### config.mk
export PLATFORM = sky130hd
export DESIGN_NAME = code_stream_buffer
export DESIGN_NICKNAME = d
export VERILOG_FILES = /design/src/rtl/code_stream_buffer.sv
export SDC_FILE = /design/constraint.sdc
export NUM_CORES = 1
export LEC_CHECK = 0
export ABC_AREA = 1
export BUFFER_PORTS_ARGS = -buffer_cell sky130_fd_sc_hd__buf_2
export CAP_MARGIN = 40
export CORE_UTILIZATION = 60
export DETAILED_ROUTE_END_ITERATION = 7
export PLACE_DENSITY = 0.86
export SYNTH_ARGS = -nofsm -noshare
export SYNTH_HDL_FRONTEND = slang
export SYNTH_SLANG_ARGS = --single-unit
### constraint.sdc
create_clock -name clk -period 2.4 [get_ports clk]
set_input_delay 0.24 -clock clk [delete_from_list [all_inputs] [get_ports clk]]
set_output_delay 0.24 -clock clk [all_outputs]
set_load 0.01 [all_outputs]
### src/rtl/code_stream_buffer.sv
// Show-ahead FIFO that buffers legal priority-decoder codes for a valid/ready consumer.
// It also keeps saturating accept/drop counters and a sticky illegal-code flag.
module code_stream_buffer #(
  parameter int DEPTH = 4,
  parameter int CNT_W = 8
) (
  input  logic                       clk,
  input  logic                       rst,
  input  logic [2:0]                 in_code,
  input  logic                       in_vld,
  output logic [2:0]                 out_code,
  output logic                       out_valid,
  input  logic                       out_ready,
  output logic [$clog2(DEPTH):0]     level,
  output logic [CNT_W-1:0]           acc_cnt,
  output logic [CNT_W-1:0]           drop_cnt,
  output logic                       err
);

  localparam int PTR_W = $clog2(DEPTH);
  localparam int LVL_W = PTR_W + 1;
  localparam logic [LVL_W-1:0] FULL_LVL = LVL_W'(DEPTH);

  logic [2:0]       mem [DEPTH];
  logic [PTR_W-1:0] wr_ptr;
  logic [PTR_W-1:0] rd_ptr;

  logic legal;
  logic full;
  logic pop;
  logic push;
  logic drop;
  logic illegal;

  // The decoder only ever produces these four codes; anything else is corruption.
  always_comb begin
    legal = 1'b0;
    case (in_code)
      3'b000, 3'b001, 3'b011, 3'b100: legal = 1'b1;
      default:                        legal = 1'b0;
    endcase
  end

  assign full      = (level == FULL_LVL);
  assign out_valid = (level != '0);
  assign pop       = out_valid & out_ready;
  assign push      = in_vld & legal & (~full | pop);
  assign drop      = in_vld & legal & full & ~pop;
  assign illegal   = in_vld & ~legal;
  assign out_code  = out_valid ? mem[rd_ptr] : 3'b000;

  // Storage has no reset; entries are only observable once level says so.
  always_ff @(posedge clk) begin
    if (!rst && push) begin
      mem[wr_ptr] <= in_code;
    end
  end

  always_ff @(posedge clk) begin
    if (rst) begin
      wr_ptr <= '0;
      rd_ptr <= '0;
      level  <= '0;
    end else begin
      if (push) begin
        wr_ptr <= wr_ptr + PTR_W'(1);
      end
      if (pop) begin
        rd_ptr <= rd_ptr + PTR_W'(1);
      end
      case ({push, pop})
        2'b10:   level <= level + LVL_W'(1);
        2'b01:   level <= level - LVL_W'(1);
        default: level <= level;
      endcase
    end
  end

  always_ff @(posedge clk) begin
    if (rst) begin
      acc_cnt  <= '0;
      drop_cnt <= '0;
      err      <= 1'b0;
    end else begin
      if (push && (acc_cnt != '1)) begin
        acc_cnt <= acc_cnt + CNT_W'(1);
      end
      if (drop && (drop_cnt != '1)) begin
        drop_cnt <= drop_cnt + CNT_W'(1);
      end
      if (illegal) begin
        err <= 1'b1;
      end
    end
  end

endmodule

# ---- Word level (Yosys, flattened, before mapping)
# Memories as Yosys holds them, arrays and structs flattened. A register that Yosys moved wholly into a read port is not among the register bits.
# Cells that the tools add are included.
dict set report word_totals {
  register_bits 24
  inputBits 7
  wordCells 46
  output_inout_bits 24
  mem_count 1
  ramBits 12
}
dict set report classes {
  n_addsub 6
  eq_ne 8
  n_reduce_logical 8
  n_bitwise 10
  muxes 7
}
# name words word_bits rd rd_clocked_by_memory_dff wr line
set memory_table {}
lappend memory_table {mem 4 3 1 1 1 24} ;# logic [2:0] mem [DEPTH];
# cell count
set ops {}
lappend ops {{8-bit by 1-bit adder with 8-bit output, second input constant} 2}
lappend ops {{8-bit != test, second input constant} 2}
lappend ops {{1-bit AND} 6}
lappend ops {{3-bit == test, second input constant} 2}
lappend ops {{3-bit one-hot mux with 2 select lines} 1}
lappend ops {{2-bit by 1-bit adder with 2-bit output, second input constant} 2}
lappend ops {{2-bit two-way mux} 2}
lappend ops {{4-bit OR reduction} 1}
lappend ops {{3-bit by 1-bit adder with 3-bit output, second input constant} 1}
lappend ops {{3-bit by 1-bit == test with 1-bit output, second input constant} 1}
lappend ops {{3-bit by 2-bit == test with 1-bit output, second input constant} 1}
lappend ops {{1-bit logical AND} 3}
lappend ops {{3-bit logical NOT} 1}
lappend ops {{1-bit two-way mux} 3}
lappend ops {{3-bit two-way mux} 1}
lappend ops {{1-bit inverter} 3}
lappend ops {{3-bit nonzero test} 1}
lappend ops {{3-bit by 1-bit subtractor with 3-bit output, second input constant} 1}
lappend ops {{2-bit by 1-bit == test with 1-bit output, second input constant} 1}
lappend ops {{2-bit == test, second input constant} 1}
lappend ops {{2-bit nonzero test} 1}
lappend ops {{1-bit logical NOT} 1}
lappend ops {{1-bit bitwise OR} 1}

# ---- Depth between registers and ports, before layout
# Gate-level depths: netlist of run 1.
dict set report depth {
  word_depth 8
  depth_mapped 11
  ltp_nobuf 11
}

# ---- Worst setup path after synthesis of run 1
# Ideal clock, no wire load.
dict set report synth_timing {
  path_kind {register to register}
  startpoint {register level[2]}
  endpoint {register level[2]}
  slack_ns 0.735
  t_required_ns 2.285
  n_path_buf 0
  period_less_slack_ns 1.665
  stages_incl_launch_ff 11
  arrival_time_ns 1.550
  setup_ns 0.115
  cell_sequence {dfxtp_1 inv_1 nand2_1 nand2_1 inv_2 nand2_2 fa_1 inv_1 nand3_1 a21oi_1 nor2_1}
}
dict set report synth_between {
  elab_chain_cells 6
  word_cells_on_any_way 12
  classes_between {2 x add/sub; 3 x eq/ne; 1 x mux; 4 x bitwise; 2 x reduce/logical}
}
# element line
set synth_rtl {}
lappend synth_rtl {{from (decl)} 14} ;# output logic [$clog2(DEPTH):0] level,
lappend synth_rtl {{from (signal assigned)} 72} ;# 2'b10: level <= level + LVL_W'(1);
lappend synth_rtl {{from (signal assigned)} 73} ;# 2'b01: level <= level - LVL_W'(1);
lappend synth_rtl {{from (signal assigned)} 74} ;# default: level <= level;
lappend synth_rtl {{3-bit nonzero test *} 45} ;# assign out_valid = (level != '0);
lappend synth_rtl {{named net out_valid} 12} ;# output logic out_valid,
lappend synth_rtl {{1-bit AND *} 46} ;# assign pop = out_valid & out_ready;
lappend synth_rtl {{1-bit bitwise OR} 47} ;# assign push = in_vld & legal & (~full | pop);
lappend synth_rtl {{1-bit AND} 47}
lappend synth_rtl {{2-bit by 1-bit == test with 1-bit output / 2-bit == test (equally long branches)} 71} ;# case ({push, pop})
lappend synth_rtl {{3-bit one-hot mux with 2 select lines / 2-bit nonzero test (equally long branches)} -}
# Mark *: on every way through the listed nets, which the timed path passes. The rest lies on a longest branch.
# A chain may end at the register's enable or synchronous reset.

# ---- Worst setup path in the final report of run 1
dict set report layout_timing {
  startpoint {register level[2]}
  endpoint {register level[2]}
}
dict set report layout_between {
  elab_chain_cells 6
  word_cells_on_any_way 12
  classes_between {2 x add/sub; 3 x eq/ne; 1 x mux; 4 x bitwise; 2 x reduce/logical}
}
# element line
set layout_rtl {}
lappend layout_rtl {{3-bit nonzero test / 3-bit == test (equally long branches)} {45, 44}}
lappend layout_rtl {{1-bit AND / 1-bit inverter (equally long branches)} {46, 47}}
lappend layout_rtl {{1-bit bitwise OR} 47}
lappend layout_rtl {{1-bit AND} 47}
lappend layout_rtl {{2-bit by 1-bit == test with 1-bit output / 2-bit == test (equally long branches)} 71}
lappend layout_rtl {{3-bit one-hot mux with 2 select lines / 2-bit nonzero test (equally long branches)} -}
# Parallel ways exist; a longest one is shown, timed or not.

==> summary.txt, run 1 <==
Timing
  – Final WS setup: 0.711 ns
  – Max transition margin: 72.0%
  – Setup Skew: 0.00352 ns
  – Worst-Margin Slew: between 0.4 and 0.5 ns
  – Hold slack: 0.132 ns
  – Fin. max-slew vios: 0
  – Setup violators final: 0
  – RSZ-0062 raised after global routing: no
  – Fin crit period: 1.69 ns
  – Fin. Hold Viols: 0
  – Period Utilization, post-route: 70.4%
  – Fmax: 592 MHz
  – Setup TNS: 0 ns

Critical path
  – Crit path max fanout: 4
  – Reg-to-reg setup timing slack: 0.71 ns
  – CP endpoint kind: flip-flop
  – Slowest CP cell: fa_1
  – Kind of critical path: reg -> reg
  – Critical Path AT: 1.95 ns
  – CP delay by family, top: simple AND/OR/NAND/NOR gates
  – Worst path cell trace: inv_1 -> nand2_1 -> nand2_1 -> inv_2 -> nand2_2 -> fa_1 -> inv_1 -> nand3_1 -> a21oi_1 -> nor2_1
  – CP peak stage delay: around 0.4 ns
  – CP Buf/Inv Count: 3
  – CP Launch Type: flip-flop
  – Critical Path RT: 2.66 ns

Yosys
  – Post-synthesis sequential area ratio: roughly 45%
  – Mean Syn Cell Area: 7.95 µm²
  – Syn. warnings: 0
  – Post-Synthesis Cell Area: 1940 µm²
  – Post-synth cell types: 28
  – Cells after Synth: between 200 and 250
  – Synthesized Nets: 258
  – Synthesized flop and latch total: 38

Drt
  – DRC: 0
  – Initial DRC count: 58
  – Vias per inst: between 5 and 6
  – Post-route antenna net violation count: 0
  – Routed length per instance: 11.4 µm
  – WL final: 3690 µm
  – Drt pass-1 iters: 4
  – DR vias: 1644

Placement
  – Placer Congestion: 0.813
  – PortBufs: 30
  – DP Worst Slack: 0.734 ns
  – Detailed placer's ending HPWL: 2740 µm

Final layout
  – Synth-to-layout area growth: 15.4%
  – Post-layout nets: 293
  – Fin util: between 70% and 80%
  – N_diodes: 0
  – Footprint of the multi-input gates: just over 900 µm²
  – Layout cells sized above 1: 22.1%
  – Filler Cells Inserted: 266
  – FF/Latch Area: 881 µm²

Flow run
  – Maximum Capacitance Violations: 0

Clock tree
  – CTS clk-pin slew, worst paths: approximately 0.12 ns
  – Post-CTS Setup Bufs: 0
  – Root Buffer: clkbuf_4
  – CTS buffer count: 5
  – CTS sink cnt: 38
  – Clk_lat worst skew: 0.35 ns
  – Post-CTS sizing: 0
  – H-tree depth: 2
  – CTS Buffer Depth: 2
  – CTS tree: built
  – Post-CTS Hold Buffers: 0

Power
  – Tot Pwr: 1590 µW
  – Clock power share: 34.0%
  – Logic pwr share: 20.0%
  – Sw power: 456 µW
  – Cell area power density: 709 nW/µm²
  – Switch share: between 20 and 30%
  – Leakage: 0.00101 µW
  – Peak VDD IR: 548 µV
  – Int Pwr: roughly 1100 µW
  – Flop pwr share: 46.1%

Run status
  – Status: finished clean

Global route
  – Global-route usage over all layers: 24.1%
  – Vias in the first global route: 1480
  – Largest net degree at the start of global routing: 15
  – Remaining Overflow, GRT: 0
  – First-pass GRT wire length: 6310 µm
  – Initial antenna violation count: 0

Die
  – Std-Cell Core Area: 3050 µm²
  – Die area: 3470 µm²
  – Io pins: 31
  – Starting Density: 63.6%
  – Die X: 58.9 µm
  – Row cnt: 20
  – Die Ht: 58.9 µm

Min path
  – Worst Hold Class: in -> reg
-- layer usage --
metal	share of wire [%]	track usage [%]
met5	0	0
met4	1.3	8.50
met3	3.7	5.05
met2	50	41.9
met1	45	29.5
-- placed cells by master, fill, tap and decap left out --
cell type,Yosys,layout
o21ai_0,12,12
bufinv_16,0,2
nor3_1,1,1
clkinv_1,0,1
o21bai_1,1,1
edfxtp_1,12,12
nand4_1,6,6
nor2_8,1,1
nor2_1,34,34
buf_2,0,30
xor2_1,6,6
o21ai_1,3,3
nand2_1,53,53
a21oi_1,15,15
nand2_2,3,3
clkbuf_4,0,5
ha_1,6,6
nand3_4,1,1
dfxtp_1,26,26
nor2_4,2,2
nand3_1,9,9
fa_1,1,1
nand2_4,2,2
inv_1,31,31
inv_2,4,4
inv_4,2,2
a21oi_2,5,5
xnor2_1,1,1
nor2_2,4,4
nand3_2,1,1
-- final cells by class --
class | instances | area share [%]
Clock inverter | 3 | 2.85
Sequential cell | 38 | 39.3
Timing Repair Buffer | 30 | 6.70
Clock buffer | 5 | 1.68
Inverter | 37 | 6.42
Multi-Input combinational cell | 167 | 40.6
Tap cell | 44 | 2.46
-- synth_stat cells --
cell	instances	area [µm²]
nand3_1	9	45.0
clkbuf_1	1	3.75
o21ai_0	12	60.1
o21bai_1	1	7.51
inv_2	4	15.0
inv_4	2	12.5
nand2_2	3	18.8
nor2_8	1	20.0
fa_1	1	20.0
nand3_4	1	17.5
dfxtp_1	26	521
buf_1	1	3.75
a21oi_1	15	75.1
ha_1	6	75.1
nor2_2	4	25.0
nor2_1	34	128
xnor2_1	1	8.76
edfxtp_1	12	360
nand2_4	2	22.5
inv_1	31	116
nor2_4	2	22.5
o21ai_1	3	15.0
a21oi_2	5	43.8
nor3_1	1	5.00
nand3_2	1	10.0
nand4_1	6	37.5
nand2_1	53	199
xor2_1	6	52.6
-- worst reg2reg max path, delay by kind of cell, from the launching register on --
family	cells	cell delay, ns
flops	1	0.38
buf+inv	3	0.25
fa+ha+maj	1	0.40
simple gates	5	0.43
compound gates	1	0.13
-- power groups by stage --
stage / combinational, µW / sequential, µW / clock, µW
2_1_floorplan: 213 / 751 / 0
3_3_place_gp: 306 / 744 / 0
3_5_place_dp: 318 / 747 / 0
4_1_cts: 320 / 732 / 547
5_1_grt: 364 / 738 / 576
6_report: 317 / 731 / 539
-- logic make-up after synthesis --
logic type / count (synthesis) / share of synthesized area (%)
AOI/OAI and AO/OA: 36 / 10.4
buffers and inverters: 39 / 7.80
and+or+nand+nor: 117 / 28.4
adders and majority gates: 7 / 4.90
DFF: 38 / 45.4
xor gates and xnor gates: 7 / 3.16
-- flip-flops by register name, summed over array words and instances, names as in the netlist, named ones only --
register,count
acc_cnt,8
mem,12
drop_cnt,8
rd_ptr,2
wr_ptr,2
err,1
level,3
-- stage by stage --
stage	instances	area [µm²]
finish	324	2240
CTS	324	2240
global route	324	2240
detailed placement	316	2140
global placement	316	2140
floorplan	244	1940
-- worst paths after layout --
check,from,to,cells past startpoint
worst max-delay path,level[2]$_SDFFE_PP0P_,level[2]$_SDFFE_PP0P_,10
worst min-delay path,in_code[0],mem[2][0]$_DFFE_PP_,1
worst max register to register,level[2]$_SDFFE_PP0P_,level[2]$_SDFFE_PP0P_,10
worst min register to register,rd_ptr[1]$_SDFFE_PP0P_,flip-flop,2
Note: power is estimated with default switching activity, not from simulation.
==> run 2, diff against run 1 <==
--- a/config.mk
+++ b/config.mk
@@ -8,9 +8,9 @@
 export ABC_AREA = 1
 export BUFFER_PORTS_ARGS = -buffer_cell sky130_fd_sc_hd__buf_2
 export CAP_MARGIN = 40
-export CORE_UTILIZATION = 60
+export CORE_UTILIZATION = 56
 export DETAILED_ROUTE_END_ITERATION = 7
-export PLACE_DENSITY = 0.86
+export PLACE_DENSITY = 0.81
 export SYNTH_ARGS = -nofsm -noshare
 export SYNTH_HDL_FRONTEND = slang
 export SYNTH_SLANG_ARGS = --single-unit
==> constraint.sdc (replaced) <==
create_clock -name clk -period 1.75 [get_ports clk]
set_input_delay 0.175 -clock clk [delete_from_list [all_inputs] [get_ports clk]]
set_output_delay 0.175 -clock clk [all_outputs]
set_load 0.01 [all_outputs]
==> summary.txt, run 2 (synthesized netlist as in run 1, its figures left out) <==
Critical path
  – Crit path max fanout: 4 (unchanged)
  – CP endpoint kind: flip-flop (unchanged)
  – Reg-to-reg setup timing slack: 0.17 ns (was 0.71 ns)
  – RR Endpoint: level[2]$_SDFFE_PP0P_ (unchanged)
  – CP Launch Type: flip-flop (unchanged)
  – CP peak stage delay: 0.38 ns (was 0.40 ns)
  – Critical R2R Launch: level[2]$_SDFFE_PP0P_ (unchanged)
  – Critical Path AT: 1.83 ns (was 1.95 ns)
  – Critical Path RT: 2.00 ns (was 2.66 ns)
  – R2R depth: 10 (unchanged)
  – Slowest CP cell: fa_1 (unchanged)
  – Worst path cell trace: inv_1 -> nand2_1 -> nand2_2 -> inv_2 -> nand2_2 -> fa_1 -> inv_1 -> nand3_1 -> a21oi_1 -> nor2_1 (was inv_1 -> nand2_1 -> nand2_1 -> inv_2 -> nand2_2 -> fa_1 -> inv_1 -> nand3_1 -> a21oi_1 -> nor2_1)
  – Kind of critical path: reg -> reg (unchanged)

Timing
  – Fin. Hold Viols: 0 (unchanged)
  – Fin. max-slew vios: 0 (unchanged)
  – Worst-Margin Slew: 0.301 ns (was 0.420 ns)
  – Fin crit period: 1.58 ns (was 1.69 ns)
  – Final WS setup: 0.173 ns (was 0.711 ns)
  – Setup violators final: 0 (unchanged)
  – Setup Skew: 0.00508 ns (was 0.00352 ns)
  – Setup TNS: 0 ns (unchanged)
  – RSZ-0062 raised after global routing: no (unchanged)
  – Max transition margin: 79.9% (was 72.0%)
  – Period Utilization, post-route: 90.1% (was 70.4%)
  – Fmax: 634 MHz (was 592 MHz)

Final layout
  – Layout cells sized above 1: 24.4% (was 22.1%)
  – Biggest regs: mem (12), acc_cnt (8), drop_cnt (8) (unchanged)
  – Footprint of the multi-input gates: 911 µm² (was 908 µm²)
  – Most flops, register: mem (unchanged)
  – Most frequent cells in the layout: nand2_1 (52), nor2_1 (34), inv_1 (31) (was nand2_1 (53), nor2_1 (34), inv_1 (31))
  – FF/Latch Area: 885 µm² (was 881 µm²)
  – Filler Cells Inserted: 307 (was 266)
  – Most common cell after layout, fill and taps aside: nand2_1 (unchanged)
  – Post-layout nets: 296 (was 293)
  – Synth-to-layout area growth: 14.6% (was 15.4%)
  – Max reg flops: 12 (unchanged)
  – N_diodes: 0 (unchanged)

Run status
  – Status: finished clean (unchanged)

Placement
  – PortBufs: 30 (unchanged)
  – Placer Congestion: 0.795 (was 0.813)
  – Detailed placer's ending HPWL: 2580 µm (was 2740 µm)
  – DP Worst Slack: 0.121 ns (was 0.734 ns)

Die
  – Die X: 60.9 µm (was 58.9 µm)
  – Std-Cell Core Area: 3340 µm² (was 3050 µm²)
  – Die Ht: 60.9 µm (was 58.9 µm)
  – Starting Density: 58.2% (was 63.6%)
  – Die area: 3700 µm² (was 3470 µm²)
  – Io pins: 31 (unchanged)
  – Row cnt: 21 (was 20)

Clock tree
  – Root Buffer: clkbuf_4 (unchanged)
  – H-tree depth: 2 (unchanged)
  – CTS clk-pin slew, worst paths: 0.11 ns (was 0.12 ns)
  – CTS sink cnt: 38 (unchanged)
  – CTS buffer count: 5 (unchanged)
  – Clk_lat worst skew: 0.34 ns (was 0.35 ns)
  – CTS Buffer Depth: 2 (unchanged)
  – CTS tree: built (unchanged)

Global route
  – Vias in the first global route: 1301 (was 1480)
  – First-pass GRT wire length: 5400 µm (was 6310 µm)
  – Largest net degree at the start of global routing: 14 (was 15)
  – Remaining Overflow, GRT: 0 (unchanged)
  – Global-route usage over all layers: 20.5% (was 24.1%)
  – Initial antenna violation count: 0 (unchanged)

Min path
  – Start point of the worst hold path: in_code[2] (was in_code[0])
  – Hold depth: 1 (unchanged)
  – Worst Hold Class: in -> reg (unchanged)
  – Hold endpoint: mem[2][2]$_DFFE_PP_ (was mem[2][0]$_DFFE_PP_)

Drt
  – WL final: 3470 µm (was 3690 µm)
  – Drt pass-1 iters: 4 (unchanged)
  – Vias per inst: 4.91 (was 5.07)
  – Post-route antenna net violation count: 0 (unchanged)
  – Initial DRC count: 70 (was 58)
  – Routed length per instance: 10.6 µm (was 11.4 µm)
  – DR vias: 1615 (was 1644)
  – DRC: 0 (unchanged)

Power
  – Leakage: 0.000999 µW (was 0.00101 µW)
  – Peak VDD IR: 394 µV (was 548 µV)
  – Cell area power density: 850 nW/µm² (was 709 nW/µm²)
  – Tot Pwr: 1890 µW (was 1590 µW)

Flow run
  – Maximum Capacitance Violations: 0 (unchanged)
[run 2: cell types whose count changed in the layout (fill, tap and decap cells not counted)]
| cell | delta |
|---|---|
| nand2_2 | +1 |
| bufinv_16 | -2 |
| nand2_1 | -1 |
| dfxtp_1 | -3 |
| dfxtp_2 | +3 |
| clkinvlp_4 | +1 |
| buf_4 | +3 |
| clkinv_2 | +1 |
[run 2: layout make-up]
| type | instances | area share [%] |
|---|---|---|
| multi-input combinational | 167 | 41.0 |
| sequential | 38 | 39.8 |
| timing repair buffer | 33 | 7.77 |
| inverter | 37 | 6.47 |
| tap | 46 | 2.59 |
| clock buffer | 5 | 1.69 |
| clock inverter | 3 | 0.732 |
[run 2: worst max path at each step]
stage / endpoint / slack [ns] / startpoint
2_1_floorplan: level[2]$_SDFFE_PP0P_ / 0.08 / level[2]$_SDFFE_PP0P_
3_3_place_gp: level[2]$_SDFFE_PP0P_ / 0.17 / level[2]$_SDFFE_PP0P_
3_5_place_dp: level[2]$_SDFFE_PP0P_ / 0.12 / level[2]$_SDFFE_PP0P_
4_1_cts: level[2]$_SDFFE_PP0P_ / 0.11 / level[2]$_SDFFE_PP0P_
5_1_grt: level[2]$_SDFFE_PP0P_ / 0.02 / level[2]$_SDFFE_PP0P_
6_report: level[2]$_SDFFE_PP0P_ / 0.17 / level[2]$_SDFFE_PP0P_
[run 2: report_power, final]
part / total [µW] / leakage [µW] / internal (µW) / switching [µW]
logic: 444 / 0.000649 / 168 / 276
clock network: 439 / 0.0000286 / 149 / 289
registers: 1010 / 0.000321 / 963 / 44.7
[run 2: through the flow]
stage	util (%)	std cells	hold slack (ns)	area (µm²)
finish	66.6	329	0.0647	2220
global route	66.6	329	0.0543	2220
CTS	66.0	327	0.0530	2200
detailed placement	64.4	319	0.424	2150
global placement	64.4	319	0.419	2150
floorplan	-	244	0.237	1940
[run 2: repair_timing]
| item | in CTS | in global routing |
|---|---|---|
| setup endpoints to repair | 0 | 2 |
| resized for setup | 0 | 4 |
| buffers inserted | 0 | 2 |
| hold buffers | 0 | 0 |
[run 2: worst max-delay path: cells and delay by family, from the launching register on]
family                     cells  cell delay (ns)
adders and majority gates      1             0.38
buffers and inverters          3             0.21
DFF                            1             0.36
AOI/OAI and AO/OA              1             0.13
and+or+nand+nor                5             0.40
[run 2: routing by layer]
layer	part of all wire (%)	global-route usage (%)
met4	1.8	7.79
met2	48	34.1
met1	47	25.3
met3	3.3	5.76
met5	0	0
